[config.mk]
export PLATFORM = sky130hd
export DESIGN_NAME = i2c_line_conditioner
export DESIGN_NICKNAME = d
export VERILOG_FILES = /design/src/rtl/pca_i2c_pkg.sv /design/src/rtl/i2c_glitch_filter.sv /design/src/rtl/i2c_line_conditioner.sv
export SDC_FILE = /design/constraint.sdc
export NUM_CORES = 1
export LEC_CHECK = 0
export ABC_AREA = 0
export BUFFER_PORTS_ARGS = -buffer_cell sky130_fd_sc_hd__buf_2
export CORE_MARGIN = 3
export CORE_UTILIZATION = 45
export CTS_BUF_LIST = sky130_fd_sc_hd__clkbuf_8
export DETAILED_ROUTE_END_ITERATION = 7
export GPL_TIMING_DRIVEN = 0
export PLACE_DENSITY = 0.66
export SLEW_MARGIN = 20
export SYNTH_ARGS = -nofsm -noshare
export SYNTH_HDL_FRONTEND = slang
export SYNTH_HIERARCHICAL = 1
export SYNTH_SLANG_ARGS = --single-unit
[constraint.sdc]
create_clock -name clk_i -period 1.65 [get_ports clk_i]
set_clock_uncertainty 0.2 [all_clocks]
set_input_delay 0.0825 -clock clk_i [delete_from_list [all_inputs] [get_ports clk_i]]
set_output_delay 0.0825 -clock clk_i [all_outputs]
set_load 0.02 [all_outputs]
[src/rtl/pca_i2c_pkg.sv]
// Shared constants for the PCA9685-compatible I2C target front end.
package pca_i2c_pkg;
   localparam int I2C_SYNC_STAGES    = 2;
   localparam int I2C_FILTER_CYCLES  = 3;
   localparam int I2C_TIMEOUT_CYCLES = 1000000;
   localparam int I2C_FILT_CNT_W     = 4;
   localparam int I2C_TIMEOUT_CNT_W  = 20;
endpackage

[src/rtl/i2c_glitch_filter.sv]
// One I2C line: metastability synchroniser followed by a stable-count spike filter.
module i2c_glitch_filter
   import pca_i2c_pkg::*;
#(
   parameter int SYNC_STAGES   = I2C_SYNC_STAGES,
   parameter int FILTER_CYCLES = I2C_FILTER_CYCLES
) (
   input  logic clk_i,
   input  logic rst_ni,
   input  logic line_i,
   output logic line_o,
   output logic line_next_o
);

   localparam logic [I2C_FILT_CNT_W-1:0] CNT_LAST = I2C_FILT_CNT_W'(FILTER_CYCLES - 1);

   logic [SYNC_STAGES-1:0]    sync_q;
   logic                      synced;
   logic [I2C_FILT_CNT_W-1:0] cnt_q;
   logic [I2C_FILT_CNT_W-1:0] cnt_next;

   assign synced = sync_q[SYNC_STAGES-1];

   // line_next_o is exported so the parent can register strobes in the same
   // cycle the filtered level changes.
   always_comb begin
      line_next_o = line_o;
      cnt_next    = '0;
      if (synced != line_o) begin
         if (cnt_q == CNT_LAST) begin
            line_next_o = synced;
         end else begin
            cnt_next = cnt_q + 1'b1;
         end
      end
   end

   always_ff @(posedge clk_i or negedge rst_ni) begin
      if (!rst_ni) begin
         sync_q <= '1;
         line_o <= 1'b1;
         cnt_q  <= '0;
      end else begin
         sync_q <= {sync_q[SYNC_STAGES-2:0], line_i};
         line_o <= line_next_o;
         cnt_q  <= cnt_next;
      end
   end

endmodule

[src/rtl/i2c_line_conditioner.sv]
// Filtered SCL/SDA levels, SCL edge strobes, START/STOP strobes and bus-busy flag.
// Optional SCL-low bus timeout is built only when I2C_TIMEOUT_EN is defined.
module i2c_line_conditioner
   import pca_i2c_pkg::*;
#(
   parameter int SYNC_STAGES    = I2C_SYNC_STAGES,
   parameter int FILTER_CYCLES  = I2C_FILTER_CYCLES,
   parameter int TIMEOUT_CYCLES = I2C_TIMEOUT_CYCLES
) (
   input  logic clk_i,
   input  logic rst_ni,
   input  logic scl_i,
   input  logic sda_i,
   output logic scl_o,
   output logic sda_o,
   output logic scl_rise_o,
   output logic scl_fall_o,
   output logic start_o,
   output logic stop_o,
   output logic busy_o,
   output logic timeout_o
);

   if (SYNC_STAGES < 2 || SYNC_STAGES > 4 || FILTER_CYCLES < 1 || FILTER_CYCLES > 15 ||
       TIMEOUT_CYCLES < 2 || TIMEOUT_CYCLES > 1048575) begin : g_bad_params
      $error("i2c_line_conditioner: parameter out of range");
   end

   logic scl_next;
   logic sda_next;
   logic scl_held_high;

   i2c_glitch_filter #(
      .SYNC_STAGES   (SYNC_STAGES),
      .FILTER_CYCLES (FILTER_CYCLES)
   ) u_scl_filter (
      .clk_i       (clk_i),
      .rst_ni      (rst_ni),
      .line_i      (scl_i),
      .line_o      (scl_o),
      .line_next_o (scl_next)
   );

   i2c_glitch_filter #(
      .SYNC_STAGES   (SYNC_STAGES),
      .FILTER_CYCLES (FILTER_CYCLES)
   ) u_sda_filter (
      .clk_i       (clk_i),
      .rst_ni      (rst_ni),
      .line_i      (sda_i),
      .line_o      (sda_o),
      .line_next_o (sda_next)
   );

   // A simultaneous SCL/SDA change fails this term, so it yields only an edge strobe.
   assign scl_held_high = scl_o & scl_next;

   always_ff @(posedge clk_i or negedge rst_ni) begin
      if (!rst_ni) begin
         scl_rise_o <= 1'b0;
         scl_fall_o <= 1'b0;
         start_o    <= 1'b0;
         stop_o     <= 1'b0;
      end else begin
         scl_rise_o <= ~scl_o & scl_next;
         scl_fall_o <= scl_o & ~scl_next;
         start_o    <= scl_held_high & sda_o & ~sda_next;
         stop_o     <= scl_held_high & ~sda_o & sda_next;
      end
   end

`ifdef I2C_TIMEOUT_EN
   localparam logic [I2C_TIMEOUT_CNT_W-1:0] TO_LAST = I2C_TIMEOUT_CNT_W'(TIMEOUT_CYCLES - 1);

   logic [I2C_TIMEOUT_CNT_W-1:0] to_cnt_q;
   logic                         to_hold_q;
   logic                         to_hit;

   assign to_hit = ~scl_o & busy_o & ~to_hold_q & (to_cnt_q == TO_LAST);

   // After firing, the counter parks until SCL goes high so it cannot re-fire.
   always_ff @(posedge clk_i or negedge rst_ni) begin
      if (!rst_ni) begin
         to_cnt_q  <= '0;
         to_hold_q <= 1'b0;
         timeout_o <= 1'b0;
         busy_o    <= 1'b0;
      end else begin
         timeout_o <= to_hit;
         if (scl_o) begin
            to_cnt_q  <= '0;
            to_hold_q <= 1'b0;
         end else if (to_hit) begin
            to_cnt_q  <= '0;
            to_hold_q <= 1'b1;
         end else if (busy_o && !to_hold_q) begin
            to_cnt_q <= to_cnt_q + 1'b1;
         end
         if (start_o) begin
            busy_o <= 1'b1;
         end else if (stop_o || to_hit) begin
            busy_o <= 1'b0;
         end
      end
   end
`else
   assign timeout_o = 1'b0;

   always_ff @(posedge clk_i or negedge rst_ni) begin
      if (!rst_ni) begin
         busy_o <= 1'b0;
      end else if (start_o) begin
         busy_o <= 1'b1;
      end else if (stop_o) begin
         busy_o <= 1'b0;
      end
   end
`endif

endmodule

; ---- Word-level counts from Yosys, hierarchy flattened
; Index checks and enable logic that the tools add are counted.
[word_totals]
regBits = 19
input_bits = 4
out_inout_bits = 8
elab_cells = 39
[op_classes]
n_addsub = 2
n_eq_ne = 4
mux = 10
n_bitwise = 11
reduce_logical = 1
[op_table]
columns = operator, n
row1 = $mux 4, 4
row2 = $add 4x1->4 const B, 2
row3 = $eq 4x2->1 const B, 2
row4 = $and 1x1->1, 7
row5 = $mux 1, 6
row6 = $not 1->1, 4
row7 = $ne 1x1->1, 2
row8 = $reduce_bool 2->1, 1

; ---- Depth between registers and ports, before layout
[logic_depth]
ltp_word = 6
depth_mapped = 6
ltp_nobuf = 6

; ---- Cells and area by module
; The synthesis kept the hierarchy.
[by_module_without_submodules]
columns = mod, n_inst, cells_each, area_per_inst_um2, seq_area_each_um2
row1 = i2c_glitch_filter at u_scl_filter, 1, 22, 286.5, 178.9
row2 = i2c_glitch_filter at u_sda_filter, 1, 22, 279.0, 178.9
row3 = i2c_line_conditioner, 1, 14, 196.4, 125.1

; ---- Least setup slack after synthesis
; No wires, ideal clock.
[synth_path]
kind = register -> register
from = reg u_scl_filter.cnt_q[0]
to = reg scl_rise_o
setup_ps = 120
t_arrival_ps = 1165
required_ps = 1330
path_slack_ps = 165
path_stages_with_launch = 6
n_path_buf = 0
period_less_slack_ps = 1485
cell_sequence = dfrtp_1 > inv_1 > ha_1 > nand2_1 > mux2_4 > and2b_2
[synth_between]
elab_chain_cells = 4
[synth_rtl]
columns = element, line_no
row1 = start: declaration, i2c_glitch_filter.sv:19  ; logic [I2C_FILT_CNT_W-1:0] cnt_q;
row2 = start signal: assignment, i2c_glitch_filter.sv:46  ; cnt_q <= cnt_next;
row3 = $eq 4x2->1, i2c_glitch_filter.sv:30  ; if (cnt_q == CNT_LAST) begin
row4 = $mux 1, i2c_glitch_filter.sv:30
row5 = $mux 1, i2c_glitch_filter.sv:29  ; if (synced != line_o) begin
row6 = via scl_next, i2c_line_conditioner.sv:29  ; logic scl_next;
row7 = $and 1x1->1, i2c_line_conditioner.sv:65  ; scl_rise_o <= ~scl_o & scl_next;
row8 = end signal: assignment, i2c_line_conditioner.sv:65
row9 = end: declaration, i2c_line_conditioner.sv:16  ; output logic scl_rise_o,
; The timed path passes the listed nets, and every way through them passes these cells.
; A chain may end at the register's enable or synchronous reset.

; ---- Worst setup path after layout
; Ends and elaborated chain as after synthesis.

==> flow_metrics.tcl <==
set metrics [dict create \
    status "finished clean" \
    fin_total_pwr_mw 1.54 \
    final_common_cell "dfrtp_1" \
    die-area_um2 2220 \
    rows 14 \
    core_um2 1540 \
    synth_warnings 6 \
    crit_cells 5 \
    cp.arrival_ps 1470 \
    vias 430 \
    worstPathMaxFanout 4 \
    cpPeakStageDelay_ps 380 \
    overflow 0 \
    endpoint_kind "flop" \
    setup_viol 0 \
    mostFrequentLayoutCells "13 x dfrtp_1, 10 x buf_2, 7 x nor2_1" \
    wl_per_cell_um 10.4 \
    first_pass_iters 2 \
    p_sw_share_pct 33.0 \
    path_class "flop to flop" \
    syn-cell-area_um2 762 \
    diodes 0 \
    path_buf_inv 1 \
    final.setup.tns_ps 0 \
    rsz0062_at_grt "false" \
    hpwl_um 700 \
    synth_top_cell_by_area "dfrtp_1" \
    drtAntennaViolNets 0 \
    fin_crit_ps 1530 \
    final_core_util_pct 58.9 \
    crit_required_ps 1590 \
    cpLargestDelayFamily "flip-flops" \
    ir_worst_vdd_mv 0.696 \
    ys_seq_area_share_pct 63.4 \
    syn_inst 58 \
    ys_ff_latch 19 \
    cts_tree "done" \
    drtIter0Drc 4 \
    fmax_mhz 653 \
    finalMaxSlewViolations 0 \
    reg2reg_depth 5 \
    p_per_area_nw_per_um2 1690 \
    portBuffers 10 \
    clk-insertion-delay-late_ps 250 \
    syn_to_final_growth_pct 19.2 \
    power_frac_seq_pct 47.0 \
    max_cap_violations 0 \
    power.switching_mw 0.507 \
    fin_nets 82 \
    postLayoutCellArea_um2 908 \
    numCtsBuffers 3 \
    htree_levels 1 \
    p_leak_nw 0.440 \
    grt_pass1_vias 429 \
    slowest_stage "dfrtp_1" \
    min_period_over_period_pct 92.8 \
    synth.avg_cell_area_um2 13.1 \
    ios 12 \
    hold_viol_final 0 \
    placed_area_um2 832 \
    clock_sinks 19 \
    gp_congestion 0.642 \
    dieHeight_um 47.2 \
    layout-drive-gt1-share_pct 40.0 \
    start_util_pct 49.4 \
    cts_root_buf "clkbuf_8" \
    cts_setup_buffers 0 \
    track_usage_pct 10.9 \
    cts_buffer_depth 2 \
    p_clk_share_pct 20.0 \
    start_kind "flop" \
    grt_max_degree 20 \
    syn_nets 64 \
    hold_ws_ps 103 \
    p_int_mw 1.03 \
    synth_cell_types 23 \
    grt_pass1_wl_um 1640 \
    synth_area_leaders "dfrtp_1 43%, dfstp_2 21%, mux2_4 3.9%" \
    antenna_found_initial 0 \
    drcViolationCount 0 \
    fp.dieW_um 47.2 \
    hold_path.class "input pin to async pin" \
    clk_pin_slew_worst_paths_ps 70 \
    crit_chain "inv_1 -> ha_1 -> nand2_1 -> mux2_4 -> and2b_2" \
    drt-total-wl_um 943 \
    synth_top_area_share_pct 42.7 \
    viasPerCell 4.73 \
    p_comb_share_pct 33.0 \
]
==> repair_timing <==
item,4_1_cts,5_1_grt
hold buffers,3,0
endpoints found under the hold margin,21,0
setup endpoints to repair,0,0
resized for setup,0,0
==> registers in the layout, summed over array words and instances (netlist names) <==
name	cells
scl_fall_o	1
u_scl_filter/line_o	1
scl_rise_o	1
u_scl_filter/cnt_q	4
stop_o	1
start_o	1
u_scl_filter/sync_q	2
busy_o	1
u_sda_filter/sync_q	2
u_sda_filter/cnt_q	4
u_sda_filter/line_o	1
==> cell families after synthesis <==
| logic type | share of synthesized area [%] |
|---|---|
| DFF | 63.4 |
| other | 0.492 |
| xor gates and xnor gates | 6.90 |
| buffers and inverters | 1.97 |
| adders and majority gates | 3.28 |
| and+or+nand+nor | 15.8 |
| AOI/OAI and AO/OA | 4.27 |
| muxes | 3.94 |
==> cell type report <==
type	count	area, um2
plain buffers	1	7.51
clock buffers	3	41.3
clock inverters	1	5.00
fillers	139	633
inverters	2	7.51
multi-input cells	36	264
flip-flops and latches	19	483
well taps	16	20.0
repair buffers	13	80.1
==> path summary, 6_finish.rpt <==
check | from | to | slack, ps
hold / removal | rst_ni | u_scl_filter/cnt_q[3] | 100
setup / recovery | u_scl_filter/cnt_q[0] | scl_rise_o | 120
min in group clk_i | u_scl_filter/sync_q[0] | u_scl_filter/sync_q[1] | 160
setup reg to reg | u_scl_filter/cnt_q[0] | scl_rise_o | 120
hold reg to reg | u_scl_filter/sync_q[0] | u_scl_filter/sync_q[1] | 160
max in group asynchronous | rst_ni | u_sda_filter/sync_q[0] | 830
==> power groups by stage <==
stage / clock [mW] / sequential, mW / combinational (mW)
2_1_floorplan: 0 / 0.810 / 0.303
3_3_place_gp: 0 / 0.730 / 0.503
3_5_place_dp: 0 / 0.733 / 0.514
4_1_cts: 0.323 / 0.725 / 0.520
5_1_grt: 0.343 / 0.745 / 0.571
6_report: 0.307 / 0.723 / 0.507
==> cells in the mapped netlist, drive strengths merged <==
library cell and count:
ha 2, inv 2, nor2b 1, a211oi 1, a21o 2, xor2 3, nor2 8, and2 1
buf 1, a21oi 1, dfstp 6, dfrtp 13, o21ai 1, mux2 2, nor3b 2, nand2 3
nand2b 1, nand3 2, and2b 2, conb 1, xnor2 3
==> per-layer routing <==
metal  part of all wire [%]  track usage [%]  vias to the layer above
li1                       -                -                      216
met1                     48             11.5                      200
met2                     45             18.7                       12
met3                    6.5             3.45                        2
met4                   0.42             6.63                        0
met5                      0                0                        -
==> stage by stage <==
step | setup slack [ps] | std cells
2_1_floorplan | 165 | 58
3_3_place_gp | 127 | 84
3_5_place_dp | 120 | 84
4_1_cts | 110 | 91
5_1_grt | 17.3 | 91
6_report | 119 | 91
No activity file was read; power rests on OpenSTA's default activity.
